--- src/rtl/huffman_bit_packer.sv ---
// huffman_bit_packer: packs {length, code} FIFO entries MSB-first into 32-bit words with a flush/pad tail.
// HUFF_PACK_LEN_CHECK_EN defined: lengths >15 are dropped and flagged on sticky len_err.
module huffman_bit_packer #(
    parameter int OUT_W = 32,
    parameter int ACC_W = 48
) (
    input  logic             clk,
    input  logic             rstN,
    input  logic [19:0]      fifo_dout,
    input  logic             fifo_valid,
    input  logic             fifo_empty,
    output logic             fifo_rd_en,
    input  logic             flush,
    output logic [OUT_W-1:0] pk_data,
    output logic             pk_valid,
    input  logic             pk_ready,
    output logic             pk_last,
    output logic [5:0]       pk_nbits,
    output logic             flush_done,
    output logic             len_err
);
    typedef enum logic [1:0] {RUN, DRAIN, PAD, DONE} state_t;
    state_t           state_q, state_d;
    logic [ACC_W-1:0] acc_q, acc_d, acc_s;
    logic [5:0]       cnt_q, cnt_d, cnt_s;
    logic             inflight_q;
    logic [3:0]       len;
    logic [14:0]      code_m;
    logic             bad, hs, active;
`ifdef HUFF_PACK_LEN_CHECK_EN
    logic             len_err_q;
    assign bad     = fifo_valid & fifo_dout[19];
    assign len_err = len_err_q;
    always_ff @(posedge clk or negedge rstN)
        if (!rstN) len_err_q <= 1'b0;
        else       len_err_q <= len_err_q | bad;
`else
    logic             unused_len_msb;
    assign unused_len_msb = fifo_dout[19];
    assign bad            = 1'b0;
    assign len_err        = 1'b0;
`endif
    always_comb begin
        active     = state_q == RUN || state_q == DRAIN;
        pk_valid   = (active && cnt_q >= 6'd32) || state_q == PAD;
        pk_data    = acc_q[ACC_W-1 -: OUT_W];
        pk_last    = state_q == PAD;
        pk_nbits   = pk_last ? cnt_q : (pk_valid ? 6'd32 : 6'd0);
        flush_done = state_q == DONE;
        // The in-flight read can land up to 15 more bits, so leave room for two entries.
        fifo_rd_en = !fifo_empty && active && (inflight_q ? cnt_q <= 6'd18 : cnt_q <= 6'd33);
        hs         = pk_valid && pk_ready;
        len        = bad ? 4'd0 : fifo_dout[18:15];
        code_m     = fifo_dout[14:0] & ~(15'h7fff << len);
        acc_s      = hs ? acc_q << OUT_W : acc_q;
        cnt_s      = hs ? cnt_q - 6'd32 : cnt_q;
        acc_d      = fifo_valid ? acc_s | ({{(ACC_W-15){1'b0}}, code_m} << (6'(ACC_W) - cnt_s - {2'b0, len})) : acc_s;
        cnt_d      = fifo_valid ? cnt_s + {2'b0, len} : cnt_s;
        state_d    = state_q;
        if (state_q == RUN && flush)
            state_d = DRAIN;
        if (state_q == DRAIN && fifo_empty && !inflight_q && !fifo_valid && cnt_q < 6'd32)
            state_d = PAD;
        if (state_q == PAD && hs) begin
            state_d = DONE;
            acc_d   = '0;
            cnt_d   = '0;
        end
        if (state_q == DONE)
            state_d = RUN;
    end
    always_ff @(posedge clk or negedge rstN)
        if (!rstN) begin
            state_q    <= RUN;
            acc_q      <= '0;
            cnt_q      <= '0;
            inflight_q <= 1'b0;
        end else begin
            state_q    <= state_d;
            acc_q      <= acc_d;
            cnt_q      <= cnt_d;
            inflight_q <= fifo_rd_en;
        end
endmodule

--- config.mk ---
export PLATFORM = sky130hd
export DESIGN_NAME = huffman_bit_packer
export DESIGN_NICKNAME = d
export VERILOG_FILES = /design/src/rtl/huffman_bit_packer.sv
export SDC_FILE = /design/constraint.sdc
export NUM_CORES = 1
export LEC_CHECK = 0
export BUFFER_PORTS_ARGS = -buffer_cell sky130_fd_sc_hd__buf_2
export CELL_PAD_IN_SITES_DETAIL_PLACEMENT = 1
export CELL_PAD_IN_SITES_GLOBAL_PLACEMENT = 2
export CORE_MARGIN = 3
export CORE_UTILIZATION = 38
export DETAILED_ROUTE_END_ITERATION = 16
export PLACE_DENSITY = 0.85
export RECOVER_POWER = 25
export REMOVE_ABC_BUFFERS = 1
export SYNTH_ARGS = -nofsm -noshare
export SYNTH_HDL_FRONTEND = slang
export SYNTH_SLANG_ARGS = --single-unit
export TNS_END_PERCENT = 10
--- constraint.sdc ---
create_clock -name clk -period 5.25 [get_ports clk]
set_input_delay 0.525 -clock clk [delete_from_list [all_inputs] [get_ports clk]]
set_output_delay 0.525 -clock clk [all_outputs]
set_load 0.005 [all_outputs]
==> results of run 1 <==
==> stage by stage <==
step	setup WS [ns]	cells	util	area, sq um
CTS	1.29	703	0.439	5120
finish	1.25	703	0.438	5110
detailed placement	0.983	687	0.410	4790
floorplan	1.63	468	-	4180
global placement	1.11	687	0.410	4790
global route	1.05	703	0.438	5110
==> flip-flops by register name, summed over array words and instances (netlist names) <==
register and flops:
acc_q 48, state_q 2, inflight_q 1, cnt_q 6
==> critical path, delay by kind of cell, from the launching register on <==
| kind | cells | cell delay, ns |
|---|---|---|
| AOI/OAI and AO/OA | 3 | 1.16 |
| xor gates and xnor gates | 1 | 0.42 |
| adders and majority gates | 3 | 1.06 |
| DFF | 1 | 0.47 |
| and+or+nand+nor | 1 | 0.68 |
| buffers and inverters | 1 | 0.05 |
==> final timing paths <==
kind | endpoint | cells past startpoint | slack (ns) | startpoint
setup / recovery | acc_q[26] | 9 | 1.25 | cnt_q[1]
min in group asynchronous | acc_q[30] | 2 | 1.32 | rstN
setup reg to reg | acc_q[26] | 9 | 1.25 | cnt_q[1]
hold / removal | inflight_q | 3 | 0.46 | fifo_empty
max in group asynchronous | cnt_q[0] | 2 | 2.14 | rstN
hold reg to reg | acc_q[31] | 2 | 0.47 | acc_q[31]
==> layer usage <==
metal | routed length, microns | vias up | part of all wire
met5 | 0 | - | 0
met4 | 281 | 0 | 0.019
met3 | 785 | 19 | 0.053
met2 | 6910 | 133 | 0.46
met1 | 6950 | 2148 | 0.47
li1 | - | 2015 | -
==> cells in the final DEF (no fill, tap or decap), drive strengths merged, types with 11 or more instances in the layout <==
cell    count
nand4      13
a31oi      12
mux2i      30
inv        17
nand2      49
clkbuf     12
ha         12
nand3      17
o21ai      29
o22ai      11
nor2       30
nor3       24
a21oi      23
o211ai     14
buf        75
dfrtp      57
==> cell type report <==
type / count / share of cell area
multi-input cells: 394 / 0.530
well taps: 143 / 0.0350
flip-flops and latches: 57 / 0.279
clock inverters: 5 / 0.0152
repair buffers: 76 / 0.0785
inverters: 17 / 0.0125
clock buffers: 11 / 0.0494
==> logic make-up (layout without fill, tap and decap cells) <==
group | after synthesis | count (layout) | synth area share
AO/OA/AOI/OAI | 164 | 164 | 0.254
XOR/XNOR | 10 | 10 | 0.0246
adder cells (fa/ha/maj) | 14 | 14 | 0.0411
buffers and inverters | 91 | 109 | 0.110
flip-flops | 57 | 57 | 0.308
multiplexers | 37 | 37 | 0.0819
other | 1 | 1 | 0.000810
AND/OR/NAND/NOR | 168 | 168 | 0.180
==> results.toml, run 1 <==
[grt]
use_met3 = 0.0528
grt_usage = 0.230
grt_max_degree = 58
grt_pass1_vias = 4462
grt_pass1_wl_mm = 24.2
antenna_found_initial = 0
grt_overflow = 0
met2_usage = 0.365
grtUsageMet1 = 0.312
busiest_layer = "met2"

[worst_hold_path]
hold_class = "input port to flip-flop"

[timing]
clock_skew_ns = 0.00415
drv_slew = 58
totalNegativeSetupSlack_ns = 0
relSlewSlack = -1.10
min_period_ns = 4.00
worst_slew_pin_slew_ns = 3.15
timing.fmax_mhz = 250
rsz0062_at_grt = "no"
finalSetupViolCount = 0
whs_ns = 0.461
hold_viol = 0
fin_crit_sh = 0.762

[clock_network]
postCtsHoldBufs = 0
clock_latency_ns = 0.34
cts_htree_levels = 3
cts.path.max_buffers = 2
cts.clk_slew.worst_paths_ns = 0.05
cts.sinks = 57
cts-resized-gates = 0
post_cts.repair.setup_buffers = 0
clockRootBuffer = "clkbuf_16"
cts_tree = "yes"
numCtsBuffers = 9

[finish]
antenna_cells = 0
drive_above_1_share = 0.200
fill_cells = 1385
nNetsFinal = 595
multi_input_area_sq_um = 2710
syn_to_final_growth_pct = 10.5
seqCellArea_sq_um = 1430

[floorplanning]
fp.dieW_microns = 116
num_io_pins = 69
die_y_microns = 116
coreArea_sq_um = 11700
die-area_sq_um = 13500
start_util = 0.397
num_rows = 39

[route]
first_iter_violations = 320
drc = 0
drtPass1Iterations = 5
routedWlPerCell_microns = 21.2
routed_wirelength_mm = 14.9
vias = 4315
via_per_inst = 6.14
postRouteAntennaNets = 0

[setup_path]
path_max_fanout = 14
slowest_stage = "nand4_1"
worst-setup-path-type = "flip-flop to flip-flop"
startpoint_type = "flip-flop"
crit_chain = "ha_1 > inv_1 > ha_1 > fa_1 > a21o_1 > a21oi_2 > xor2_2 > nand4_1 > o311ai_0"
crit_path_frequent_cell = "ha_1"
cp.required_ns = 5.44
critical-path-max-stage-delay_ns = 0.68
worst_ep_arrival_time_ns = 4.19
end_kind = "flip-flop"

[synthesis]
ys.flop_type = "dfrtp_1"
synth_edf_count = 0
synth.most_common_cell = "dfrtp_1"
synth_seq_area_share = 0.308
syn-mean-instance-area_sq_um = 8.54
syn_inst = 542
synth.area.top_cells = "dfrtp_1 31%, mux2i_1 6.5%, buf_4 5.5%, nand2_1 4.0%, ha_1 3.2%"
yosysUniqueCellTypes = 70
synthArstFlopShare = 1.00
synth_area_leader_cell = "dfrtp_1"
netlist_area_sq_um = 4630
synthTopCellsByCount = "57 x dfrtp_1, 49 x nand2_1, 34 x buf_4, 30 x mux2i_1, 30 x nor2_1"
synth_top_area_frac = 0.308
ys_seq_elements = 57
yosys_warnings = 0

[outcome]
violations = "max-capacitance violations, max-slew violations"
outcome = "complete, but fails checks"

[placed_design]
port_buffers = 66
hpwlAfterDp_mm = 10.8
gp_congestion = 0.895

[run]
maxCapViolations = 1
Power of run 1 is not shown: default switching activity piles up to over one toggle a cycle in this logic, so the estimate is an artifact.
==> run 2, diff against run 1 <==
Settings changed: CORE_UTILIZATION 38 to 32, PLACE_DENSITY 0.85 to 0.76.
Clock period 5.25 ns to 3.35 ns, I/O delays scaled along.
==> results.toml, run 2 (synthesis results as in run 1) <==
[finish]
fill_cells = 1682
mostFrequentLayoutCells = "65 x buf_2, 57 x dfrtp_1, 49 x nand2_1"
final_common_cell = "buf_2"
design_area_sq_um = 5340
syn_to_final_growth_pct = 15.5
antenna_cells = 0
drive_above_1_share = 0.235
final_util = 0.382
nNetsFinal = 621
top_register = "acc_q"
largest_reg_flops = 48
reg_top3 = "acc_q: 48 flops, cnt_q: 6 flops, state_q: 2 flops"

[setup_path]
end_kind = "flip-flop"
rr_worst_depth = 10
r2r_slack_ns = 0.16
reg2reg_from = "cnt_q[1]"
cp.required_ns = 3.60
worst-setup-path-type = "flip-flop to flip-flop"
startpoint_type = "flip-flop"
r2r-end = "acc_q[17]"
worst_ep_arrival_time_ns = 3.45
path_max_fanout = 7

[timing]
worst_slack_ns = 0.157
timing.fmax_mhz = 313
finalSetupViolCount = 0
relSlewSlack = -0.414
fin_crit_sh = 0.953
drv_slew = 41
rsz0062_at_grt = "no"
clock_skew_ns = 0.0112
hold_viol = 0
min_period_ns = 3.19
worst_slew_pin_slew_ns = 2.12

[placed_design]
place_ws_ns = 0.0612
dpl-instance-area_sq_um = 5040
port_buffers = 66
gp_congestion = 0.896
hpwlAfterDp_mm = 11.8

[outcome]
violations = "max-capacitance violations, max-slew violations"
outcome = "complete, but fails checks"

[route]
drtPass1Iterations = 4
vias = 4417
postRouteAntennaNets = 0
routed_wirelength_mm = 15.6
via_per_inst = 5.77
first_iter_violations = 197
routedWlPerCell_microns = 20.4
drc = 0

[floorplanning]
coreArea_sq_um = 14000
num_rows = 43
die_y_microns = 126
num_io_pins = 69
start_util = 0.331
fp.dieW_microns = 126
die-area_sq_um = 15900

[worst_hold_path]
hold_class = "input port to flip-flop"
min_to = "inflight_q"
hold_depth = 3
min_from = "fifo_empty"

[clock_network]
clockRootBuffer = "clkbuf_16"
clock_latency_ns = 0.34
cts.path.max_buffers = 2
numCtsBuffers = 9
postCtsHoldBufs = 0
post_cts.repair.setup_buffers = 0
cts_htree_levels = 3
cts_tree = "yes"
cts.sinks = 57
cts.clk_slew.worst_paths_ns = 0.06

[grt]
grt_pass1_wl_mm = 25.3
grt_overflow = 0
grt_max_degree = 41
grt_pass1_vias = 4583
grt_usage = 0.199
antenna_found_initial = 0

[run]
maxCapViolations = 1
-- run 2: cell types whose count changed in the layout (fill, tap and decap cells not counted) --
cell,previous run,this run
a221oi_1,5,4
a221oi_2,0,1
buf_12,0,1
buf_2,66,65
buf_4,9,35
bufinv_16,2,1
clkbuf_1,1,2
clkbuf_8,2,1
clkinvlp_4,1,2
-- run 2: area by class of cell --
class | count | area [sq um] | share of cell area
Tap cell | 180 | 225 | 0.0421
Clock inverter | 5 | 55.1 | 0.0103
Clock buffer | 11 | 243 | 0.0454
Multi-Input combinational cell | 394 | 2720 | 0.509
Timing Repair Buffer | 102 | 612 | 0.114
Inverter | 17 | 63.8 | 0.0119
Sequential cell | 57 | 1430 | 0.267
-- run 2: critical path: stages (launching register included) --
cell      delay, ns
dfrtp_1        0.38
ha_1           0.30
inv_1          0.05
ha_1           0.21
fa_1           0.53
a21o_1         0.20
a21oi_2        0.20
xor2_2         0.32
nand2_1        0.28
or4_1          0.54
o211ai_1       0.10
-- run 2: metal layers --
metal  vias up  track usage  wire, microns
met5         -            0              0
met4         0       0.0505            195
met3        16       0.0458            638
met2       100        0.318           7330
met1      2243        0.272           7460
li1       2058            -              -
-- run 2: how the worst max path moves through the flow --
stage                              from         to  slack [ns]  cells after the start
after global routing           cnt_q[0]  acc_q[18]        0.01                     10
final                          cnt_q[1]  acc_q[17]        0.16                     10
after detailed placement  fifo_dout[16]  acc_q[47]        0.06                     11
after global placement    fifo_dout[16]  acc_q[17]        0.18                     11
after CTS                      cnt_q[1]  acc_q[47]        0.15                     10
after floorplan              state_q[1]  acc_q[43]       -0.23                      6
-- run 2: what timing repair did --
| action | 4_1_cts | 5_1_grt |
|---|---|---|
| endpoints found under the setup margin | 0 | 1 |
| resized for setup | 0 | 1 |
| hold endpoints to repair | 0 | 0 |
-- run 2: per-stage QoR --
step,TNS [ns],std cells,hold WS [ns]
finish,0,766,0.279
global route,0,766,0.291
CTS,0,766,0.154
detailed placement,0,750,0.475
global placement,0,750,0.461
floorplan,-3.30,468,0.0394
Power of run 2 is left out for the same reason.
==> run 3, diff against run 2 <==
Settings changed: RECOVER_POWER 25 to 100.
==> results.toml, run 3 (synthesis results as in run 1) <==
[route]
drc = 0
first_iter_violations = 203
routed_wirelength_mm = 15.6
routedWlPerCell_microns = 20.4
drtPass1Iterations = 4
vias = 4383
via_per_inst = 5.72
postRouteAntennaNets = 0

[floorplanning]
num_io_pins = 69
die_y_microns = 126
fp.dieW_microns = 126
num_rows = 43
coreArea_sq_um = 14000
die-area_sq_um = 15900
start_util = 0.331

[grt]
grt_usage = 0.199
grt_overflow = 0
grt_pass1_wl_mm = 25.3
antenna_found_initial = 0
grt_max_degree = 41
grt_pass1_vias = 4583

[timing]
finalSetupViolCount = 0
min_period_ns = 3.18
drv_slew = 41
hold_viol = 0
timing.fmax_mhz = 315
worst_slew_pin_slew_ns = 2.14
fin_crit_sh = 0.948
totalNegativeSetupSlack_ns = 0
relSlewSlack = -0.430
clock_skew_ns = 0.0110
rsz0062_at_grt = "no"

[outcome]
outcome = "complete, but fails checks"
violations = "max-capacitance violations, max-slew violations"

[finish]
drive_above_1_share = 0.201
largest_reg_flops = 48
mostFrequentLayoutCells = "57 x dfrtp_1, 50 x buf_2, 49 x nand2_1"
nNetsFinal = 621
final_common_cell = "dfrtp_1"
syn_to_final_growth_pct = 14.3
reg_top3 = "acc_q: 48 flops, cnt_q: 6 flops, state_q: 2 flops"
antenna_cells = 0
top_register = "acc_q"

[clock_network]
cts_tree = "yes"
clock_latency_ns = 0.34
cts.sinks = 57
cts.clk_slew.worst_paths_ns = 0.05
post_cts.repair.setup_buffers = 0
numCtsBuffers = 9
cts_htree_levels = 3
clockRootBuffer = "clkbuf_16"
cts.path.max_buffers = 2
postCtsHoldBufs = 0

[setup_path]
worst_ep_arrival_time_ns = 3.43
r2r_slack_ns = 0.17
cp.required_ns = 3.61
startpoint_type = "flip-flop"
end_kind = "flip-flop"
startpoint = "cnt_q[1]"
worst-setup-path-type = "flip-flop to flip-flop"
path_max_fanout = 7
reg2reg_from = "cnt_q[1]"

[placed_design]
port_buffers = 66
hpwlAfterDp_mm = 11.8
gp_congestion = 0.896

[worst_hold_path]
min_from = "fifo_empty"
hold_class = "input port to flip-flop"

[run]
maxCapViolations = 1
-- run 3: cell count changes in the layout (fill, tap and decap cells not counted), sizes merged --
cell	previous run	this run
clkbuf	12	36
buf	101	77
-- run 3: final timing paths --
check                              to  cells past startpoint
max                         acc_q[17]                     10
min                        inflight_q                      3
max reg2reg                 acc_q[17]                     10
min reg2reg                  acc_q[8]                      2
max in group asynchronous   acc_q[24]                      2
min in group asynchronous   acc_q[30]                      1
-- run 3: layout make-up --
type | count | area (sq um)
fillers | 1695 | 8700
multi-input cells | 394 | 2710
flip-flops and latches | 57 | 1430
repair buffers | 102 | 559
clock buffers | 11 | 243
well taps | 180 | 225
inverters | 17 | 63.8
clock inverters | 5 | 55.1
-- run 3: what timing repair did --
item                       CTS  global route
hold endpoints to repair     0             0
resized for setup            0             1
setup endpoints to repair    0             1
-- run 3: stage by stage --
step | cells | area [sq um] | setup WS, ns | util | hold WS, ns
global route | 766 | 5290 | 0.00498 | 0.378 | 0.292
CTS | 766 | 5340 | 0.146 | 0.382 | 0.154
floorplan | 468 | 4180 | -0.235 | - | 0.0394
detailed placement | 750 | 5040 | 0.0612 | 0.360 | 0.475
global placement | 750 | 5040 | 0.184 | 0.360 | 0.461
finish | 766 | 5290 | 0.174 | 0.378 | 0.280
-- run 3: metal layers --
metal  track usage  share of wire  up-vias
li1              -              -     2061
met1         0.272           0.48     2216
met2         0.318           0.47       93
met3        0.0458          0.042       13
met4        0.0505          0.011        0
met5             0              0        -
-- run 3: critical path, cell delays in order (launching register included) --
cell	delay, ns
dfrtp_1	0.38
ha_1	0.30
inv_1	0.05
ha_1	0.21
fa_1	0.53
a21o_1	0.20
a21oi_2	0.20
xor2_2	0.32
nand2_1	0.28
or4_1	0.54
o211ai_1	0.09
Power of run 3 is left out for the same reason.
